--- config.mk ---
export PLATFORM = sky130hd
export DESIGN_NAME = cms_trace_stream_packer
export DESIGN_NICKNAME = d
export VERILOG_FILES = /design/src/rtl/continuous_monitoring_system_pkg.sv /design/src/rtl/cms_stream_fifo.sv /design/src/rtl/cms_trace_stream_packer.sv
export SDC_FILE = /design/constraint.sdc
export NUM_CORES = 2
export LEC_CHECK = 0
export CORE_ASPECT_RATIO = 0.9
export CORE_MARGIN = 1
export CORE_UTILIZATION = 35
export CTS_CLUSTER_SIZE = 14
export DETAILED_ROUTE_END_ITERATION = 10
export PLACE_DENSITY = 0.55
export SLEW_MARGIN = 25
export SYNTH_ARGS = -nofsm -noshare
export SYNTH_HDL_FRONTEND = slang
export SYNTH_SLANG_ARGS = --single-unit
--- constraint.sdc ---
create_clock -name clk -period 11.3 [get_ports clk]
set_input_delay 3.39 -clock clk [delete_from_list [all_inputs] [get_ports clk]]
set_output_delay 3.39 -clock clk [all_outputs]
set_load 0.02 [all_outputs]
--- src/rtl/continuous_monitoring_system_pkg.sv ---
// Shared types and packet field-offset helpers for the continuous monitoring trace path.
// Offsets are functions of the parameters so every instance agrees on one packet layout.
package continuous_monitoring_system_pkg;

    typedef enum logic {
        CNT_WRAP     = 1'b0,
        CNT_SATURATE = 1'b1
    } cnt_mode_e;

    localparam int INSTR_WIDTH = 32;

    function automatic int pc_location(input int n_events, input int cnt_width);
        return n_events * cnt_width;
    endfunction

    function automatic int delta_location(input int n_events, input int cnt_width, input int xlen);
        return pc_location(n_events, cnt_width) + xlen;
    endfunction

    function automatic int instr_location(input int n_events, input int cnt_width, input int xlen,
                                          input int delta_width);
        return delta_location(n_events, cnt_width, xlen) + delta_width;
    endfunction

    function automatic int drop_location(input int n_events, input int cnt_width, input int xlen,
                                         input int delta_width);
        return instr_location(n_events, cnt_width, xlen, delta_width) + INSTR_WIDTH;
    endfunction

    function automatic int packet_width(input int n_events, input int cnt_width, input int xlen,
                                        input int delta_width);
        return drop_location(n_events, cnt_width, xlen, delta_width) + 1;
    endfunction

endpackage

--- src/rtl/cms_stream_fifo.sv ---
// First-word-fall-through packet buffer: head is valid whenever the FIFO is not empty.
// Pointers carry one extra wrap bit so full and empty are distinguished by the level.
module cms_stream_fifo #(
    parameter int WIDTH = 8,
    parameter int DEPTH = 8
) (
    input  logic                     clk,
    input  logic                     rst_n,
    input  logic                     push,
    input  logic [WIDTH-1:0]         push_data,
    input  logic                     pop,
    output logic [WIDTH-1:0]         head,
    output logic                     full,
    output logic                     empty,
    output logic [$clog2(DEPTH):0]   level
);

    localparam int AW = $clog2(DEPTH);

    logic [WIDTH-1:0] mem [DEPTH];
    logic [AW:0]      wr_ptr;
    logic [AW:0]      rd_ptr;
    logic             do_push;
    logic             do_pop;

    assign level   = wr_ptr - rd_ptr;
    assign full    = (level == (AW+1)'(DEPTH));
    assign empty   = (level == '0);
    assign do_push = push & ~full;
    assign do_pop  = pop & ~empty;
    assign head    = mem[rd_ptr[AW-1:0]];

    always_ff @(posedge clk) begin
        if (do_push) begin
            mem[wr_ptr[AW-1:0]] <= push_data;
        end
    end

    always_ff @(posedge clk or negedge rst_n) begin
        if (!rst_n) begin
            wr_ptr <= '0;
            rd_ptr <= '0;
        end else begin
            if (do_push) wr_ptr <= wr_ptr + 1'b1;
            if (do_pop)  rd_ptr <= rd_ptr + 1'b1;
        end
    end

endmodule

--- src/rtl/cms_trace_stream_packer.sv ---
// Accumulates event counters and a cycle delta, snapshots them with pc/instr on each retired
// instruction, and streams the packets out through a FWFT FIFO as an AXI-Stream master.
module cms_trace_stream_packer
    import continuous_monitoring_system_pkg::*;
#(
    parameter int XLEN                     = 64,
    parameter int NO_OF_PERFORMANCE_EVENTS = 39,
    parameter int PERF_CNT_WIDTH           = 7,
    parameter int CLK_DELTA_WIDTH          = 16,
    parameter int FIFO_DEPTH               = 8,
    parameter int AXI_DATA_WIDTH           = 512
) (
    input  logic                                clk,
    input  logic                                rst_n,
    input  logic                                en,
    input  logic [XLEN-1:0]                     pc,
    input  logic [31:0]                         instr,
    input  logic                                pc_valid,
    input  logic [NO_OF_PERFORMANCE_EVENTS-1:0] performance_events,
    input  logic                                sat_mode,
    input  logic [31:0]                         tlast_interval,
    output logic                                M_AXIS_tvalid,
    input  logic                                M_AXIS_tready,
    output logic [AXI_DATA_WIDTH-1:0]           M_AXIS_tdata,
    output logic                                M_AXIS_tlast,
    output logic [31:0]                         drop_count,
    output logic [$clog2(FIFO_DEPTH):0]         fifo_level
);

    localparam int N         = NO_OF_PERFORMANCE_EVENTS;
    localparam int CW        = PERF_CNT_WIDTH;
    localparam int DW        = CLK_DELTA_WIDTH;
    localparam int PC_LOC    = pc_location(N, CW);
    localparam int DELTA_LOC = delta_location(N, CW, XLEN);
    localparam int INSTR_LOC = instr_location(N, CW, XLEN, DW);
    localparam int DROP_LOC  = drop_location(N, CW, XLEN, DW);
    localparam int PKT_W     = packet_width(N, CW, XLEN, DW);

    if (PKT_W > AXI_DATA_WIDTH) begin : g_width_check
        $error("cms_trace_stream_packer: packet of %0d bits exceeds AXI_DATA_WIDTH", PKT_W);
    end
    if (FIFO_DEPTH < 2 || (FIFO_DEPTH & (FIFO_DEPTH - 1)) != 0) begin : g_depth_check
        $error("cms_trace_stream_packer: FIFO_DEPTH must be a power of 2 and at least 2");
    end

    // Reset asserts asynchronously but is released on a clock edge.
    logic [1:0] rst_sync;
    logic       rst_int_n;

    always_ff @(posedge clk or negedge rst_n) begin
        if (!rst_n) rst_sync <= '0;
        else        rst_sync <= {rst_sync[0], 1'b1};
    end
    assign rst_int_n = rst_sync[1];

    logic [CW-1:0]    cnt      [N];
    logic [CW-1:0]    next_cnt [N];
    logic [DW-1:0]    delta;
    logic [DW-1:0]    next_delta;
    logic             saturate;
    logic             pending_drop;
    logic             capture;
    logic             fifo_full;
    logic             fifo_empty;
    logic             push;
    logic             drop;
    logic             pop;
    logic [PKT_W-1:0] pkt;
    logic [PKT_W-1:0] head;
    logic [31:0]      beat;
    logic [31:0]      beat_lim;
    logic             beat_at_last;

    assign saturate = (cnt_mode_e'(sat_mode) == CNT_SATURATE);
    assign capture  = en & pc_valid;
    assign push     = capture & ~fifo_full;
    // A full FIFO drops even if a pop frees a slot this cycle, so drops never depend on tready.
    assign drop     = capture & fifo_full;
    assign pop      = M_AXIS_tvalid & M_AXIS_tready;

    always_comb begin
        for (int i = 0; i < N; i++) begin
            if (saturate && (&cnt[i])) next_cnt[i] = cnt[i];
            else                       next_cnt[i] = cnt[i] + CW'(performance_events[i]);
        end
        if (saturate && (&delta)) next_delta = delta;
        else                      next_delta = delta + 1'b1;
    end

    always_comb begin
        pkt = '0;
        for (int i = 0; i < N; i++) begin
            pkt[i*CW +: CW] = next_cnt[i];
        end
        pkt[PC_LOC +: XLEN]           = pc;
        pkt[DELTA_LOC +: DW]          = next_delta;
        pkt[INSTR_LOC +: INSTR_WIDTH] = instr;
        pkt[DROP_LOC]                 = pending_drop;
    end

    always_ff @(posedge clk or negedge rst_int_n) begin
        if (!rst_int_n) begin
            for (int i = 0; i < N; i++) cnt[i] <= '0;
            delta        <= '0;
            pending_drop <= 1'b0;
            drop_count   <= '0;
        end else begin
            if (en) begin
                for (int i = 0; i < N; i++) cnt[i] <= push ? '0 : next_cnt[i];
                delta <= push ? '0 : next_delta;
            end
            if (push)      pending_drop <= 1'b0;
            else if (drop) pending_drop <= 1'b1;
            if (drop && drop_count != 32'hFFFF_FFFF) drop_count <= drop_count + 32'd1;
        end
    end

    cms_stream_fifo #(
        .WIDTH (PKT_W),
        .DEPTH (FIFO_DEPTH)
    ) u_fifo (
        .clk       (clk),
        .rst_n     (rst_int_n),
        .push      (push),
        .push_data (pkt),
        .pop       (pop),
        .head      (head),
        .full      (fifo_full),
        .empty     (fifo_empty),
        .level     (fifo_level)
    );

    assign M_AXIS_tvalid = ~fifo_empty;
    assign M_AXIS_tdata  = fifo_empty ? '0 : AXI_DATA_WIDTH'(head);

    // Comparing with >= lets a lowered interval end the current burst on the next beat.
    assign beat_lim      = (tlast_interval == 32'd0) ? 32'd0 : tlast_interval - 32'd1;
    assign beat_at_last  = (beat >= beat_lim);
    assign M_AXIS_tlast  = M_AXIS_tvalid & beat_at_last;

    always_ff @(posedge clk or negedge rst_int_n) begin
        if (!rst_int_n) begin
            beat <= '0;
        end else if (pop) begin
            beat <= beat_at_last ? 32'd0 : beat + 32'd1;
        end
    end

endmodule

== Word level (Yosys, flattened, before mapping) ==
Memories as Yosys holds them, arrays and structs flattened.
Index checks and enable logic that the tools add are counted.
W data, S select, Z words.

* Register bits: 364
* Bits in latches: 0
* Memory bits (writable): 3088
* Memory bits (read-only): 0
* Input bits: 173
* Logic and storage cells: 276
* Memories: 1

{| class="wikitable"
|+ Memory list
! name !! words !! bits a word !! read ports !! clocked after Yosys merged registers in !! write ports !! line !! RTL
|-
| u_fifo.mem || 8 || 386 || 1 || 0 || 1 || cms_stream_fifo.sv:20 || <nowiki>logic [WIDTH-1:0] mem [DEPTH];</nowiki>
|}

* Add/sub/neg operators: 46
* $mul: 0
* Div/mod/pow operators: 0
* Magnitude comparators: 1
* Equal/unequal tests: 2
* Shift-type cells: 0
* Mux-type cells: 87
* Bitwise logic cells: 9
* Reduce and logical (&&, ||, !) cells: 84

{| class="wikitable"
|+ Operator list
! operator !! number
|-
| $mux W7 || 78
|-
| $mux W386 || 1
|-
| $add A7 B1 Y7 || 39
|-
| $reduce_and A7 Y1 || 39
|-
| $add A32 B1 Y32 const B || 2
|-
| $mux W32 || 2
|-
| $logic_and A1 B1 Y1 || 41
|-
| $ge A32 B32 Y1 || 1
|-
| $logic_not A32 Y1 || 1
|-
| $mux W16 || 2
|-
| $ne A32 B32 Y1 const B || 1
|-
| $sub A32 B1 Y32 const B || 1
|-
| $add A16 B1 Y16 const B || 1
|-
| $reduce_and A16 Y1 || 1
|-
| $add A4 B1 Y4 const B || 2
|-
| $and A1 B1 Y1 || 7
|-
| $eq A4 B4 Y1 const B || 1
|-
| $logic_not A4 Y1 || 1
|-
| $mux W1 || 4
|-
| $sub A4 B4 Y4 || 1
|-
| $not A1 Y1 || 2
|-
| $reduce_bool A2 Y1 || 1
|}

== Longest topological paths before layout ==
* Depth in word-level cells: 7
* Gate-level depth with buffers: 17
* Mapped depth without buffers: 15

== Hierarchy ==
From an unflattened synthesis, not the netlist that was laid out.

* Cell total of the unflattened synthesis: 8105
* Area total of the unflattened synthesis: 141032.8 µm²

{| class="wikitable"
|+ Modules (own cells, without submodules)
! module !! times used !! cells an instance !! area each (µm²) !! seq. area each (µm²)
|-
| cms_stream_fifo || 1 || 5339 || 116180.2 || 92929.1
|-
| cms_trace_stream_packer || 1 || 2766 || 24852.6 || 8908.5
|}

== Least setup slack after synthesis ==
No wires, ideal clock.

* Path type: input port to flip-flop
* Start point: in en
* End point: mem u_fifo.mem[1][0] in the netlist's numbering, enable pin
* Setup time: 2.076 ns
* Arrival: 40.238 ns
* Setup slack: -31.014 ns
* Cell stages on the path: 5
* Path buffers: 2
* Cells stage by stage: nand2_1 -> a31o_2 -> clkbuf_1 -> buf_2 -> nor4_1

* Longest elaborated chain between the ends: 5

{| class="wikitable"
|+ Ends and longest elaborated chain
! what !! line !! RTL
|-
| start, declared || cms_trace_stream_packer.sv:15 || <nowiki>input logic en,</nowiki>
|-
| $and A1 B1 Y1 || cms_trace_stream_packer.sv:75 || <nowiki>assign capture = en & pc_valid;</nowiki>
|-
| $and A1 B1 Y1 || cms_trace_stream_packer.sv:76 || <nowiki>assign push = capture & ~fifo_full;</nowiki>
|-
| $and A1 B1 Y1 || cms_stream_fifo.sv:29 || <nowiki>assign do_push = push & ~full;</nowiki>
|-
| $mux W1 || cms_stream_fifo.sv:34 || <nowiki>if (do_push) begin</nowiki>
|-
| $mux W1 (not written as such) || cms_stream_fifo.sv:35 || <nowiki>mem[wr_ptr[AW-1:0]] <= push_data;</nowiki>
|-
| end, declared || cms_stream_fifo.sv:20 ||
|}

No other way between the ends.

== Worst setup path in the final report ==
* Start point: in tlast_interval[15]
* End point: out M_AXIS_tlast

* Longest elaborated chain between the ends: 4
* Elaborated cells on any way between the ends: 5
* Classes of those cells: add/sub (1); order compare (1); mux (1); bitwise (1); reduce/logical (1)

{| class="wikitable"
|+ Ends and longest elaborated chain
! what !! line !! RTL
|-
| start, declared || cms_trace_stream_packer.sv:21 || <nowiki>input logic [31:0] tlast_interval,</nowiki>
|-
| $sub A32 B1 Y32 / $logic_not A32 Y1 (equally long branches) || cms_trace_stream_packer.sv:137 || <nowiki>assign beat_lim = (tlast_interval == 32'd0) ? 32'd0 : tlast_interval - 32'd1;</nowiki>
|-
| $mux W32 (*) || cms_trace_stream_packer.sv:137 ||
|-
| $ge A32 B32 Y1 (*) || cms_trace_stream_packer.sv:138 || <nowiki>assign beat_at_last = (beat >= beat_lim);</nowiki>
|-
| $and A1 B1 Y1 (*) || cms_trace_stream_packer.sv:139 || <nowiki>assign M_AXIS_tlast = M_AXIS_tvalid & beat_at_last;</nowiki>
|-
| end, declared || cms_trace_stream_packer.sv:25 || <nowiki>output logic M_AXIS_tlast,</nowiki>
|}

Every way passes the cells marked *; elsewhere a longest branch is shown, timed or not.

==> qor.csv <==
metric,value,unit
status,finished clean,
post-synthesis sequential area ratio,72.5,%
Metal-1 WL,161000,um
Worst Path Arrival,7.73,ns
ys async rst share,10.5,%
die height,603,um
# setup viols final,0,
Leak,54.9,nW
first-pass GRT wire length,540000,um
reg2reg start,u_fifo.rd_ptr[2],
predominant post-synthesis flop cell,edfxtp_1,
Top Layer Used,met5,
initial antenna violation count,18,
normalized max-slew margin,25.6,%
mapped cell area,141000,um2
R2R depth,10,
worst endpoint required time,7.91,ns
area of the multi-input gates,36200,um2
Tcrit/Tclk final,98.4,%
cells after synthesis,8024,
top-level I/O count,723,
DRT antenna net count,0,
reg2reg setup slack,5.77,ns
Fin. Hold Viols,0,
Worst R2R End,u_fifo.mem[7][249],
share of Yosys cell area claimed by the top area cell type,66.0,%
minimum hold slack,0.346,ns
power density of the placed cells,278,nW/um2
met3 wire length,16700,um
cts hold-fix bufs,0,
largest area contributor in the synthesized netlist,edfxtp_1,
Clock Tree Root,clkbuf_16,
CP max FO,5,
synth top area cells,"edfxtp_1 (66%), mux4_2 (12%), dfrtp_1 (6.5%)",
Startpoint Class,primary input,
Post-synth EDFFs,3088,
DRT Pass-1 Iters,6,
Crit Path Category,primary input to output pin,
# port buffers,596,
clk sinks,3452,
clk_lat worst skew,0.96,ns
Clock transition at path regs,0.06,ns
RD Place Congestion,0.790,
RSZ-0062 raised after global routing,no,
die width,670,um
clk_skew,0.0741,ns
Util after Layout,41.4,%
Final min period,11.12,ns
"most common cell after layout, fill and taps aside",edfxtp_1,
CTS tree,yes,
"FF+latch count, synth",3452,
met2 routed WL,182000,um
total CTS buffers,366,
crit path to,M_AXIS_tlast,
CTS max path bufs,4,
area of the die,404000,um2
# nets final,9029,
most frequent cells in the layout,"edfxtp_1 (3088), nand2_1 (1128), mux4_2 (772), clkdlybuf4s50_1 (594), a21oi_1 (411)",
Total Routed Length,367000,um
htree depth,5,
Hold/Removal Path Class,flop to flop,
Vias/cell,5.24,
Initial Util,35.2,%
core area,399000,um2
achievable clock frequency,0.0900,GHz
Register Area,102000,um2
WL/cell,25.6,um
HPWL Detailed,199000,um
distinct cell type count after synthesis,77,
maxcap violations,0,
vias in the first global route,78397,
Least-Margin Pin Slew,1.12,ns
largest net degree at the start of global routing,153,
Filler cells,35449,
Area Overhead vs Synth,17.6,%
Max VDD drop,0.000261,V
Final Slew Violations,0,
layout cells sized above 1,17.5,%
Tot Pwr,45.9,mW
YS warnings,0,
Syn Area/Cell,17.5,um2
via count,75365,
row cnt,220,
Crit. Startpoint,tlast_interval[15],
drc violations,0,
detailed router's first-iteration violation count,6169,
grt ovf,0,
GRT Total Usage,17.8,%
CP endpoint kind,output pin,
==> registers in the layout, indices dropped and copies added (netlist names) <==
name           count
beat              32
cnt              273
delta             16
drop_count        32
pending_drop       1
rst_sync           2
u_fifo.mem      3088
u_fifo.rd_ptr      4
u_fifo.wr_ptr      4
==> cell families (layout without fill, tap and decap cells) <==
logic type	after synthesis	in the layout	share of synthesized area (%)
buffers and inverters	654	1551	2.23
xor gates and xnor gates	244	244	1.52
and+or+nand+nor	1857	1857	5.98
AOI/OAI and AO/OA	882	882	4.05
other	2	135	0.00534
adders and majority gates	121	121	1.08
muxes	812	812	12.7
DFF	3452	3452	72.5
==> power breakdown <==
group | internal, mW | switching (mW)
Sequential | 15.8 | 0.644
Combinational | 6.74 | 10.5
Clock | 7.05 | 5.08
Total | 29.6 | 16.2
==> final cells by class <==
cell class                 instances  share of cell area, %
sequential                      3452                   61.6
multi-input combinational       4043                   21.9
clock inverter                   204                   1.41
timing repair buffer             767                   4.79
inverter                         105                  0.248
antenna                            8                 0.0121
clock buffer                     475                   5.96
tap                             5328                   4.03
==> per-layer routing <==
metal	GRT usage (%)	vias up
met5	0	-
met3	2.60	496
met1	23.9	40314
met4	4.45	6
li1	-	32724
met2	30.4	1825
==> Yosys cell counts (all sizes together) (86+ instances only) <==
cell type / number
xnor2: 169
nand2: 1133
nor2: 157
nand4: 185
clkbuf: 249
buf: 300
edfxtp: 3088
dfrtp: 364
inv: 105
a21oi: 413
o2bb2ai: 158
nand3: 116
mux4: 772
o21ai: 86
ha: 120
==> per-stage QoR <==
step,cell area (um2),TNS (ns),instances,setup slack [ns]
finish,165000,0,14382,0.185
global route,165000,0,14376,0.00582
CTS,165000,0,14371,0.0699
detailed placement,153000,-0.00144,13692,-0.00144
global placement,153000,-0.00121,13689,-0.00121
floorplan,141000,-9688.93,8149,-5.27
==> worst min-delay path by stage <==
stage	end	startpoint	depth (start not counted)
after floorplan	rst_sync[1]	rst_sync[0]	0
after global placement	rst_sync[1]	rst_sync[0]	0
after detailed placement	rst_sync[1]	rst_sync[0]	0
after CTS	rst_sync[1]	rst_sync[0]	0
after global routing	rst_sync[1]	rst_sync[0]	0
final	rst_sync[1]	rst_sync[0]	0
==> repair_timing <==
item | in CTS | in global routing
setup endpoints to repair | 1 | 1
resized for setup | 1 | 5
endpoints found under the hold margin | 0 | 0
pin swaps | 0 | 1
buffers inserted | 0 | 1
==> worst max-delay path: stages <==
cell and delay [ns]:
clkdlybuf4s50_1 0.44, or4_4 0.62, buf_4 0.20, or3_4 0.37, nor3_2 0.33, nand2_1 0.12, xnor2_1 0.16, nand2_1 0.07
ha_1 0.29, nand4_1 0.16, nor4_2 0.29, buf_4 0.15, o21ai_2 0.06, o21ai_4 0.26, and2_1 0.17, clkdlybuf4s50_1 0.60
Power figures use the tool's default switching activity.
==> RTL change, RTL diff (same settings) <==
Change the parameter `FIFO_DEPTH` from 8 to 4.
--- a/src/rtl/cms_trace_stream_packer.sv
+++ b/src/rtl/cms_trace_stream_packer.sv
@@ -9,3 +9,3 @@
     parameter int CLK_DELTA_WIDTH          = 16,
-    parameter int FIFO_DEPTH               = 8,
+    parameter int FIFO_DEPTH               = 4,
     parameter int AXI_DATA_WIDTH           = 512
Interface: changed (resized fifo_level); port bits go from 723 to 722. The function was not compared with the original's and may differ.
==> RTL change against the unedited design <==
Clock power shrank 46%; non-clock buffer count shrank 99; die area shrank 42%; final cell count shrank 38%; routed wire length shrank 45%; total power shrank 40%; sequential cell count shrank 1546; worst hold slack gained 0.0078 ns; setup slack gained 0.23 ns; synthesized area shrank 42%; cell area shrank 41%.
==> RTL change: results (changes against the unedited design) <==
.. list-table::
   :header-rows: 1

   * - Metric
     - Value
   * - Final HPWL from detailed placement
     - 119000 µm (-40%)
   * - Most used standard cells in the synthesized netlist
     - edfxtp_1 (1544), and2_1 (397), mux4_2 (386)
   * - Number of distinct standard cells referenced by the synthesized netlist
     - 65 (-16%)
   * - Die Footprint
     - 236000 µm² (-42%)
   * - Number of cells after detailed placement
     - 8593 (-37%)
   * - Number of buffer cells added on primary ports
     - 595 (-0.17%)
   * - Total routing usage reported by global routing
     - 16.9% (-0.87 points)
   * - Leakage power figure
     - 34.5 nW (-37%)
   * - Critical Path AT
     - 7.50 ns (-0.23 ns)
   * - Number of H-tree branching levels
     - 4 (-1)
   * - Seq. cell area
     - 55400 µm² (-46%)
   * - Routed wirelength normalized by instance count
     - 22.5 µm (-12%)
   * - Number of flip-flops in the largest register
     - 1544 (-50%)
   * - Fill cells
     - 20800 (-41%)
   * - Pin count of the biggest net entering global routing
     - 188 (+23%)
   * - Layout Nets
     - 6028 (-33%)
   * - Part of the Yosys area used for sequential elements
     - 67.7% (-4.7 points)
   * - IR drop worst, VDD
     - 0.000337 V (+29%)
   * - Biggest area contributors in the synthesized netlist
     - edfxtp_1 (57%), dfrtp_1 (11%), mux4_2 (11%)
   * - Number of antenna violations at the first check in global routing
     - 21 (+3)
   * - Status
     - complete, no violations
   * - EDFF count, synth
     - 1544 (-50%)
   * - Worst skew pair latency
     - 0.84 ns (-0.12 ns)
   * - DR vias
     - 45900 (-39%)
   * - Transition time at the pin with the least slew margin
     - 1.13 ns (+0.0167 ns)
   * - Crit Reg-Reg Endpoint
     - u_fifo.mem[1][117]
   * - Setup skew after layout
     - 0.0593 ns (-0.0148 ns)
   * - Post-DP Area
     - 91100 µm² (-40%)
   * - Relative area of non-clock buffer cells in the final design
     - 6.93% (+2.1 points)
   * - Most common flop cell mapped by yosys
     - edfxtp_1
   * - Share of post-route cells with drive strength above 1
     - 13.3% (-4.1 points)
   * - Pre-CTS setup slack
     - 0.392 ns (+0.394 ns)
   * - Library cell contributing the largest single delay on the critical path
     - or4_1
   * - Number of antenna repair diodes
     - 7 (-1)
   * - Number of cells produced by synthesis
     - 5113 (-36%)
   * - Number of buffers between clock root and the deepest sink
     - 3 (-1)
   * - Number of violations reported at the end of detailed-routing iteration 0
     - 3121 (-49%)
   * - Detailed-routing iteration count for the pre-antenna-repair pass
     - 5 (-1)
   * - Non-clock buffers
     - 668 (-13%)
   * - Number of gates given a new drive strength after cts
     - 0 (-1)
   * - Launching point of the worst reg2reg path
     - u_fifo.rd_ptr[1]
   * - Number of flip-flops and latches
     - 1906 (-45%)
   * - Clock buffer cells
     - 277 (-42%)
   * - Root buffer cell
     - clkbuf_16
   * - Sequential fraction of total cell area
     - 56.7% (-4.9 points)
   * - Worst setup slack for register-to-register paths
     - 6.18 ns (+0.41 ns)
   * - Via density
     - 5.12 (-2.3%)
   * - Delay of the slowest cell on the worst path
     - 0.57 ns (-0.05 ns)
   * - Placer Congestion
     - 0.792 (+0.32%)
   * - Nonclk inv count
     - 58 (-45%)
   * - Maximum fanout count along the critical path
     - 8 (+3)
## RTL change: routing by layer
layer  routed length, µm  part of all wire, %  track usage (%)
met2               92200                   46             26.3
met1               93500                   46             23.9
met4                4270                  2.1             4.32
met3               11700                  5.8             3.91
met5                 100                0.050                0
## RTL change: cell families (layout without fill, tap and decap cells)
| kind of cell | after synthesis | in the layout | synth area share [%] |
|---|---|---|---|
| AND/OR/NAND/NOR | 1429 | 1429 | 9.52 |
| multiplexers | 430 | 430 | 11.2 |
| XOR/XNOR | 205 | 205 | 2.21 |
| flip-flops | 1906 | 1906 | 67.7 |
| AO/OA/AOI/OAI | 589 | 589 | 4.93 |
| adder cells (fa/ha/maj) | 122 | 122 | 1.87 |
| other | 2 | 134 | 0.00918 |
| buffers and inverters | 430 | 1095 | 2.56 |
## RTL change: power by group
part / internal [W] / total, W / leakage, nW / switching [W]
sequential: 0.00893 / 0.00934 / 19.1 / 0.000417
combinational: 0.00509 / 0.0117 / 12.2 / 0.00664
clock: 0.00379 / 0.00657 / 3.22 / 0.00278
